[src/rtl/ksa_swap_controller_if.sv]
// Bundles the start/key handshake and the s_memory port seen by the
// key-scheduling controller. The controller is the master of the memory port.
interface ksa_swap_controller_if #(
    parameter int KEY_BYTES = 3
);
    logic                   start;
    logic [KEY_BYTES*8-1:0] secret_key;
    logic [7:0]             mem_addr;
    logic [7:0]             mem_wdata;
    logic                   mem_wren;
    logic [7:0]             mem_rdata;
    logic                   busy;
    logic                   done;

    modport master (
        input  start, secret_key, mem_rdata,
        output mem_addr, mem_wdata, mem_wren, busy, done
    );

    modport slave (
        output start, secret_key, mem_rdata,
        input  mem_addr, mem_wdata, mem_wren, busy, done
    );
endinterface

[src/rtl/ksa_swap_controller.sv]
// RC4 key-scheduling sequencer: walks i = 0..255 over s_memory, updating
// j = j + s[i] + key[i mod KEY_BYTES] and swapping s[i] with s[j].
// All memory-port outputs are decoded from registered state only, so there is
// no combinational path from mem_rdata back to the memory port.
module ksa_swap_controller #(
    parameter int KEY_BYTES = 3,
    parameter int RD_WAIT   = 2
) (
    input  logic                  clk,
    input  logic                  rst,
    ksa_swap_controller_if.master bus
);

    localparam int KW = (KEY_BYTES > 1) ? $clog2(KEY_BYTES) : 1;
    localparam int WW = (RD_WAIT > 1) ? $clog2(RD_WAIT) : 1;

    typedef enum logic [2:0] {
        IDLE   = 3'd0,
        RD_I   = 3'd1,
        CALC_J = 3'd2,
        RD_J   = 3'd3,
        WR_I   = 3'd4,
        WR_J   = 3'd5,
        NEXT   = 3'd6,
        DONE   = 3'd7
    } state_t;

    state_t          state_q, state_d;
    logic [7:0]      i_q, i_d;
    logic [7:0]      j_q, j_d;
    logic [7:0]      si_q, si_d;
    logic [7:0]      sj_q, sj_d;
    logic [WW-1:0]   wait_q, wait_d;
    logic [KW-1:0]   kidx_q, kidx_d;
    logic [7:0]      key_arr [KEY_BYTES];
    logic [7:0]      key_byte;
    logic            rd_last;

    // Key byte 0 is the most significant byte of secret_key.
    generate
        for (genvar gi = 0; gi < KEY_BYTES; gi++) begin : g_key
            assign key_arr[gi] = bus.secret_key[(KEY_BYTES-1-gi)*8 +: 8];
        end
    endgenerate

    // Select key[i mod KEY_BYTES] using a wrapping index instead of a divider.
    always_comb begin
        key_byte = '0;
        for (int k = 0; k < KEY_BYTES; k++) begin
            if (kidx_q == KW'(k)) begin
                key_byte = key_arr[k];
            end
        end
    end

    // Read-wait counter reaches its last cycle; rdata is captured here.
    assign rd_last = (wait_q == WW'(RD_WAIT - 1));

    // State register; reset forces IDLE so wren/busy drop immediately.
    always_ff @(posedge clk or posedge rst) begin
        if (rst) begin
            state_q <= IDLE;
        end else begin
            state_q <= state_d;
        end
    end

    // Next-state logic.
    always_comb begin
        state_d = state_q;
        case (state_q)
            IDLE:    if (bus.start) state_d = RD_I;
            RD_I:    if (rd_last) state_d = CALC_J;
            CALC_J:  state_d = RD_J;
            RD_J:    if (rd_last) state_d = WR_I;
            WR_I:    state_d = WR_J;
            WR_J:    state_d = NEXT;
            NEXT:    state_d = (i_q == 8'd255) ? DONE : RD_I;
            DONE:    state_d = IDLE;
            default: state_d = IDLE;
        endcase
    end

    // Datapath next values: indices, captured bytes, wait and key counters.
    always_comb begin
        i_d    = i_q;
        j_d    = j_q;
        si_d   = si_q;
        sj_d   = sj_q;
        kidx_d = kidx_q;
        wait_d = '0;
        case (state_q)
            IDLE: begin
                if (bus.start) begin
                    i_d    = 8'd0;
                    j_d    = 8'd0;
                    kidx_d = '0;
                end
            end
            RD_I: begin
                if (rd_last) si_d = bus.mem_rdata;
                else         wait_d = wait_q + WW'(1);
            end
            CALC_J: begin
                j_d = j_q + si_q + key_byte;
            end
            RD_J: begin
                if (rd_last) sj_d = bus.mem_rdata;
                else         wait_d = wait_q + WW'(1);
            end
            NEXT: begin
                if (i_q != 8'd255) begin
                    i_d    = i_q + 8'd1;
                    kidx_d = (kidx_q == KW'(KEY_BYTES - 1)) ? '0 : kidx_q + KW'(1);
                end
            end
            default: ;
        endcase
    end

    // Datapath registers.
    always_ff @(posedge clk or posedge rst) begin
        if (rst) begin
            i_q    <= 8'd0;
            j_q    <= 8'd0;
            si_q   <= 8'd0;
            sj_q   <= 8'd0;
            wait_q <= '0;
            kidx_q <= '0;
        end else begin
            i_q    <= i_d;
            j_q    <= j_d;
            si_q   <= si_d;
            sj_q   <= sj_d;
            wait_q <= wait_d;
            kidx_q <= kidx_d;
        end
    end

    // Moore outputs. On i==j the WR_J write (old s[i]) lands last, which
    // leaves s[i] unchanged as a swap should.
    always_comb begin
        bus.mem_addr  = 8'd0;
        bus.mem_wdata = 8'd0;
        bus.mem_wren  = 1'b0;
        bus.busy      = 1'b0;
        bus.done      = 1'b0;
        case (state_q)
            RD_I: begin
                bus.mem_addr = i_q;
                bus.busy     = 1'b1;
            end
            CALC_J: begin
                bus.busy = 1'b1;
            end
            RD_J: begin
                bus.mem_addr = j_q;
                bus.busy     = 1'b1;
            end
            WR_I: begin
                bus.mem_addr  = i_q;
                bus.mem_wdata = sj_q;
                bus.mem_wren  = 1'b1;
                bus.busy      = 1'b1;
            end
            WR_J: begin
                bus.mem_addr  = j_q;
                bus.mem_wdata = si_q;
                bus.mem_wren  = 1'b1;
                bus.busy      = 1'b1;
            end
            NEXT: begin
                bus.busy = 1'b1;
            end
            DONE: begin
                bus.done = 1'b1;
            end
            default: ;
        endcase
    end

endmodule
[src/flat_wrapper.sv]
// flat-port wrapper written by rule: the top's interface ports become plain ports
module ksa_swap_controller_flat 
#(
    parameter int KEY_BYTES = 3,
    parameter int RD_WAIT   = 2
)
  (clk, rst, bus_start, bus_secret_key, bus_mem_rdata, bus_mem_addr, bus_mem_wdata, bus_mem_wren, bus_busy, bus_done);
  ksa_swap_controller_if #(.KEY_BYTES(KEY_BYTES)) bus_i ();
  input  logic clk;
  input  logic rst;
  input wire logic [$bits(bus_i.start)-1:0] bus_start;
  input wire logic [$bits(bus_i.secret_key)-1:0] bus_secret_key;
  input wire logic [$bits(bus_i.mem_rdata)-1:0] bus_mem_rdata;
  output wire logic [$bits(bus_i.mem_addr)-1:0] bus_mem_addr;
  output wire logic [$bits(bus_i.mem_wdata)-1:0] bus_mem_wdata;
  output wire logic [$bits(bus_i.mem_wren)-1:0] bus_mem_wren;
  output wire logic [$bits(bus_i.busy)-1:0] bus_busy;
  output wire logic [$bits(bus_i.done)-1:0] bus_done;
  assign bus_i.start = bus_start;
  assign bus_i.secret_key = bus_secret_key;
  assign bus_i.mem_rdata = bus_mem_rdata;
  assign bus_mem_addr = bus_i.mem_addr;
  assign bus_mem_wdata = bus_i.mem_wdata;
  assign bus_mem_wren = bus_i.mem_wren;
  assign bus_busy = bus_i.busy;
  assign bus_done = bus_i.done;
  ksa_swap_controller #(.KEY_BYTES(KEY_BYTES), .RD_WAIT(RD_WAIT)) u_core (.clk(clk), .rst(rst), .bus(bus_i));
endmodule
[config.mk]
export PLATFORM = sky130hd
export DESIGN_NAME = ksa_swap_controller_flat
export DESIGN_NICKNAME = d
export VERILOG_FILES = /design/src/rtl/ksa_swap_controller_if.sv /design/src/rtl/ksa_swap_controller.sv /design/src/flat_wrapper.sv
export SDC_FILE = /design/constraint.sdc
export NUM_CORES = 1
export LEC_CHECK = 0
export BUFFER_PORTS_ARGS = -buffer_cell sky130_fd_sc_hd__clkbuf_2
export CORE_MARGIN = 2
export CORE_UTILIZATION = 53
export CTS_BUF_LIST = sky130_fd_sc_hd__clkbuf_4
export DETAILED_ROUTE_END_ITERATION = 8
export PLACE_DENSITY = 0.84
export SYNTH_ARGS = -nofsm -noshare
export SYNTH_HDL_FRONTEND = slang
export SYNTH_SLANG_ARGS = --single-unit
[constraint.sdc]
create_clock -name clk -period 4.05 [get_ports clk]
set_clock_uncertainty 0.05 [all_clocks]
set_input_delay 0.2025 -clock clk [delete_from_list [all_inputs] [get_ports clk]]
set_output_delay 0.2025 -clock clk [all_outputs]
set_load 0.05 [all_outputs]
Word level (Yosys, flattened, before mapping)
Cells that the tools add are included.
{ "totals": {"rom_bits": 0, "inputBits": 35, "reg_bits": 38, "out_inout_bits": 19, "latchBits": 0, "n_memories": 0, "mem_bits_rw": 0, "elab_cells": 64} }
{ "op_classes": {"n_eq_ne": 15, "n_mul": 0, "n_shift": 0, "bitwise": 0, "n_mux": 23, "addsub": 5, "magnitude_cmp": 0, "n_div": 0, "n_reduce_logical": 14} }
{ "ops": {"columns": ["operator", "count"], "rows": [
  ["one-hot mux 8 bit (2 select lines)", 4],
  ["two-way mux 8 bit", 5],
  ["one-hot mux 3 bit (8 select lines)", 1],
  ["adder 8 bit", 2],
  ["== test 3 bit, second input constant", 4],
  ["two-way mux 3 bit", 4],
  ["adder 8 x 1 -> 8 bit, second input constant", 1],
  ["== test 8 bit, second input constant", 1],
  ["!= test 8 bit, second input constant", 1],
  ["OR reduction 2 bit", 4],
  ["== test 3 x 2 -> 1 bit, second input constant", 2],
  ["two-way mux 2 bit", 3],
  ["!= test 2 x 1 -> 1 bit, second input constant", 3],
  ["AND reduction 2 bit", 3],
  ["AND reduction 3 bit", 2],
  ["OR reduction 6 bit", 1],
  ["two-way mux 1 bit", 5],
  ["one-hot mux 2 bit (2 select lines)", 1],
  ["nonzero test 2 bit", 2],
  ["== test 3 x 1 -> 1 bit, second input constant", 1],
  ["zero test 3 bit", 1],
  ["adder 2 x 1 -> 2 bit, second input constant", 1],
  ["== test 2 x 1 -> 1 bit, second input constant", 1],
  ["== test 2 bit, second input constant", 1],
  ["other kinds (3)", 3]
]} }

Longest topological paths before layout
{ "depth": {"ltp_word": 6, "ltp_mapped": 14, "depth_no_buf": 13} }

Worst setup path before layout
OpenSTA, ideal clock, no wires.
{ "synth_timing": {"path_type": "register to register", "from": "register u_core.kidx_q[1]", "to": "register u_core.j_q[7]", "stages_incl_launch_ff": 15, "path_buffers": 1, "arrival_ns": 2.591, "setup_slack_ns": 1.326, "setup_ns": 0.083, "synth_period_minus_slack_ns": 2.724, "required_ns": 3.917, "path_cell_list": "dfrtp_1 buf_4 mux2i_1 nor2_1 a21oi_1 fa_1 inv_1 ha_1 inv_1 fa_1 nand2b_1 a21oi_1 o22ai_1 xnor2_1 o21ai_0"} }
{ "synth_between": {"elab_chain_cells": 6, "word_cells_on_any_way": 8, "cone_classes": "1 x add/sub; 2 x eq/ne; 4 x mux; 1 x reduce/logical"} }
{ "synth_lines": {"columns": ["item", "line", "source"], "rows": [
  ["from (decl)", "ksa_swap_controller.sv:34", "logic [KW-1:0] kidx_q, kidx_d;"],
  ["from (signal assigned)", "ksa_swap_controller.sv:136", "kidx_q <= kidx_d;"],
  ["zero test 2 bit", "ksa_swap_controller.sv:50", "if (kidx_q == KW'(k)) begin"],
  ["two-way mux 8 bit (2 in a row)", "ksa_swap_controller.sv:50", null],
  ["two-way mux 8 bit (*)", "ksa_swap_controller.sv:50", null],
  ["adder 8 bit (*)", "ksa_swap_controller.sv:105", "j_d = j_q + si_q + key_byte;"],
  ["one-hot mux 8 bit (2 select lines) (*)", "ksa_swap_controller.sv:92", "case (state_q)"],
  ["to (signal assigned)", "ksa_swap_controller.sv:132", "j_q <= j_d;"],
  ["to (decl)", "ksa_swap_controller.sv:30", "logic [7:0] j_q, j_d;"]
]} }
Mark *: on every way between the ends. The rest lies on a longest branch, timed or not.
A chain may end at the register's enable or synchronous reset.

Final worst setup path
Same ends and word-level chain as after synthesis.

==> results_dict.tcl <==
set metrics [dict create \
    status "finished, final reports clean" \
    drcViolationCount 0 \
    worstSetupStartpointType "flip-flop" \
    vias_per_cell 5.34 \
    io_pins 54 \
    period_needed_ns 3.27 \
    synth_top_flop_cell "dfrtp_1" \
    core_area_um2 4750 \
    num_vias 2195 \
    synth-seq-area-share_pct 36.2 \
    maxSlewViolCount 0 \
    critPathKind "flip-flop to flip-flop" \
    cts_tree "done" \
    diodes 0 \
    synth_area_leaders "dfrtp_1 (36%), mux2i_1 (8.0%), fa_1 (6.1%)" \
    gr-usage-all-layers_pct 21.1 \
    ys_seq_elements 38 \
    relSlewSlack_pct 45.7 \
    rows 25 \
    power.density_nw_per_um2 809 \
    worst_path_largest_cell_delay_ns 0.58 \
    synth-async-reset-ratio_pct 100 \
    drt_pass1_iterations 4 \
    drt_iter0_drc 140 \
    ff_latch_area_um2 951 \
    cp_slowest_cell "dfrtp_1" \
    syn-num-nets 347 \
    cp_top_family "adder cells" \
    multi_input_area_um2 1450 \
    place_area_um2 2890 \
    worstHoldStart "bus_mem_rdata[5]" \
    sw_frac_of_total_pct 49.7 \
    grt_setup_unrepaired "false" \
    hold_path_class "input port to flip-flop" \
    dpl.hpwl_um 4160 \
    p_leak_nw 1.43 \
    holdPathEnd "u_core.si_q[5]" \
    cts.htree.levels 2 \
    die_w_um 74.4 \
    crit_arrival_ns 3.48 \
    rrSetupSlack_ns 0.78 \
    tightestPinTransition_ns 0.815 \
    synth_area_per_cell_um2 8.83 \
    synth.distinct_cells 42 \
    worstPathRequired_ns 4.26 \
    die-area_um2 5530 \
    layout-area-overhead-vs-synth_pct 12.5 \
    switching_power_w 0.00119 \
    cp_max_fo 11 \
    die_y_um 74.4 \
    path_cells "nor2b_1, a21oi_1, fa_1, inv_1, ha_1, inv_1, fa_1, nand2b_1, a21oi_1, o22ai_1, xnor2_1, o21ai_0" \
    peakVddDrop_mv 0.397 \
    cts.repair.resized 0 \
    synthesis.area_um2 2620 \
    clockPowerShare_pct 8.3 \
    grt_max_degree 39 \
    hold_depth 3 \
    p_int_w 0.00120 \
    routed_wl_um 5500 \
    pwr-share-seq_pct 30.9 \
    synth_edf_count 0 \
    setup_viol 0 \
    hold_viol 0 \
    synth_top_area_share_pct 36.2 \
    max_cap_viol_count 0 \
    final_layout_size_suffix_gt1_share_pct 22.7 \
    combPwrFrac_pct 60.8 \
    path_buf_inv 2 \
    instances_no_fill 411 \
    stdcell_area_um2 2950 \
    drtAntennaViolNets 0 \
    worst-path-stages 12 \
    nNetsFinal 393 \
    clkTransAtPathRegs_ns 0.11 \
    insertion_delay_ns 0.35 \
    fmax_mhz 306 \
    overflow 0 \
    first_global_vias 2011 \
    reg2reg_from "u_core.kidx_q[1]" \
    initial_core_util_pct 55.2 \
    setup_tns_ns 0 \
    port_buffers 53 \
    synth_top_area_cell "dfrtp_1" \
    fin_crit_sh_pct 80.7 \
    gp_congestion 0.886 \
    syn_inst 297 \
    placed_cells 402 \
    wl_per_cell_um 13.4 \
    cts_sinks 38 \
    critPathCaptureType "flip-flop" \
    reg2reg_depth 12 \
    cts_buffers 5 \
    antenna_found_initial 0 \
    root_buffer "clkbuf_4" \
    clockBufferDepth 2 \
    r2r-end "u_core.j_q[7]" \
    ys_warn_count 0 \
    grt_pass1_wl_um 8890 \
    n_fill_cell 433 \
]
[stage by stage]
| stage | utilization [%] | hold WS [ns] | setup slack (ns) | power, W |
|---|---|---|---|---|
| after global placement | 60.7 | 0.274 | 1.01 | 0.00214 |
| after detailed placement | 60.7 | 0.276 | 0.850 | 0.00219 |
| final | 62.1 | 0.0219 | 0.784 | 0.00239 |
| after floorplan | - | 0.269 | 1.33 | 0.00197 |
| after CTS | 62.1 | 0.0206 | 0.799 | 0.00240 |
| after global routing | 62.1 | 0.0240 | 0.547 | 0.00261 |
[registers in the layout (all words and copies together), names as in the netlist]
register	cells
u_core.si_q	8
u_core.rd_last	1
u_core.j_q	8
u_core.i_q	8
u_core.sj_q	8
u_core.kidx_q	2
u_core.state_q	3
[how the worst max path moves through the flow]
| stage | slack [ns] | startpoint | endpoint |
|---|---|---|---|
| after floorplan | 1.33 | u_core.kidx_q[1] | u_core.j_q[7] |
| after global placement | 1.01 | u_core.kidx_q[1] | u_core.j_q[7] |
| after detailed placement | 0.85 | u_core.kidx_q[1] | u_core.j_q[7] |
| after CTS | 0.80 | u_core.kidx_q[1] | u_core.j_q[7] |
| after global routing | 0.55 | u_core.kidx_q[1] | u_core.j_q[7] |
| final | 0.78 | u_core.kidx_q[1] | u_core.j_q[7] |
[synthesized netlist by cell type (all sizes together), types with 3 or more instances]
| cell type | n |
|---|---|
| dfrtp | 38 |
| xnor2 | 8 |
| mux2i | 21 |
| a22oi | 4 |
| o21ai | 26 |
| a22o | 3 |
| clkbuf | 6 |
| nand2 | 28 |
| ha | 7 |
| inv | 34 |
| fa | 8 |
| nor2 | 35 |
| nand2b | 4 |
| nor3b | 4 |
| nand3 | 6 |
| nor3 | 5 |
| a21oi | 16 |
| buf | 10 |
| mux2 | 10 |
[cells by family after synthesis]
family | count (synthesis) | synth area share [%]
simple gates | 94 | 16.8
compound gates | 59 | 13.4
buf+inv | 50 | 8.39
flops | 38 | 36.2
mux | 31 | 12.3
fa+ha+maj | 15 | 9.44
xor+xnor | 10 | 3.34
[metal layers]
| layer | part of all wire [%] | GRT usage [%] | vias to the layer above |
|---|---|---|---|
| li1 | - | - | 1084 |
| met1 | 44 | 27.2 | 1050 |
| met2 | 50 | 35.9 | 50 |
| met3 | 4.4 | 3.93 | 11 |
| met4 | 1.8 | 6.94 | 0 |
| met5 | 0 | 0 | - |
[placed cells by master, fill, tap and decap left out, drive strengths merged, types with 3 or more instances in the layout]
master  instances
a21oi          16
a22o            3
a22oi           4
clkbuf         59
dfrtp          38
fa              8
ha              7
inv            34
mux2           10
mux2i          21
nand2          28
nand2b          4
nand3           6
nor2           35
nor3            5
nor3b           4
o21ai          26
xnor2           8
[area by class of cell]
type | count | share of cell area, %
clock buffers | 6 | 1.53
clock inverters | 2 | 0.297
inverters | 34 | 4.32
multi-input cells | 209 | 49.2
flip-flops and latches | 38 | 32.2
well taps | 67 | 2.84
repair buffers | 55 | 9.58
[what timing repair did]
| action | CTS | global route |
|---|---|---|
| buffers inserted | 0 | 0 |
| hold endpoints to repair | 38 | 0 |
| hold buffers | 1 | 0 |
[worst register-to-register path, cell delays in order, from the launching register on]
cell      delay (ns)
dfrtp_1         0.58
nor2b_1         0.51
a21oi_1         0.17
fa_1            0.44
inv_1           0.07
ha_1            0.16
inv_1           0.05
fa_1            0.37
nand2b_1        0.18
a21oi_1         0.20
o22ai_1         0.13
xnor2_1         0.14
o21ai_0         0.16
[power groups by stage]
| stage | registers [W] | clock network (W) | logic [W] |
|---|---|---|---|
| after floorplan | 0.000619 | 0 | 0.00135 |
| after global placement | 0.000733 | 0 | 0.00141 |
| after detailed placement | 0.000744 | 0 | 0.00145 |
| after CTS | 0.000737 | 0.000203 | 0.00146 |
| after global routing | 0.000762 | 0.000219 | 0.00163 |
| final | 0.000739 | 0.000199 | 0.00145 |
Note: power is estimated with default switching activity, not from simulation.
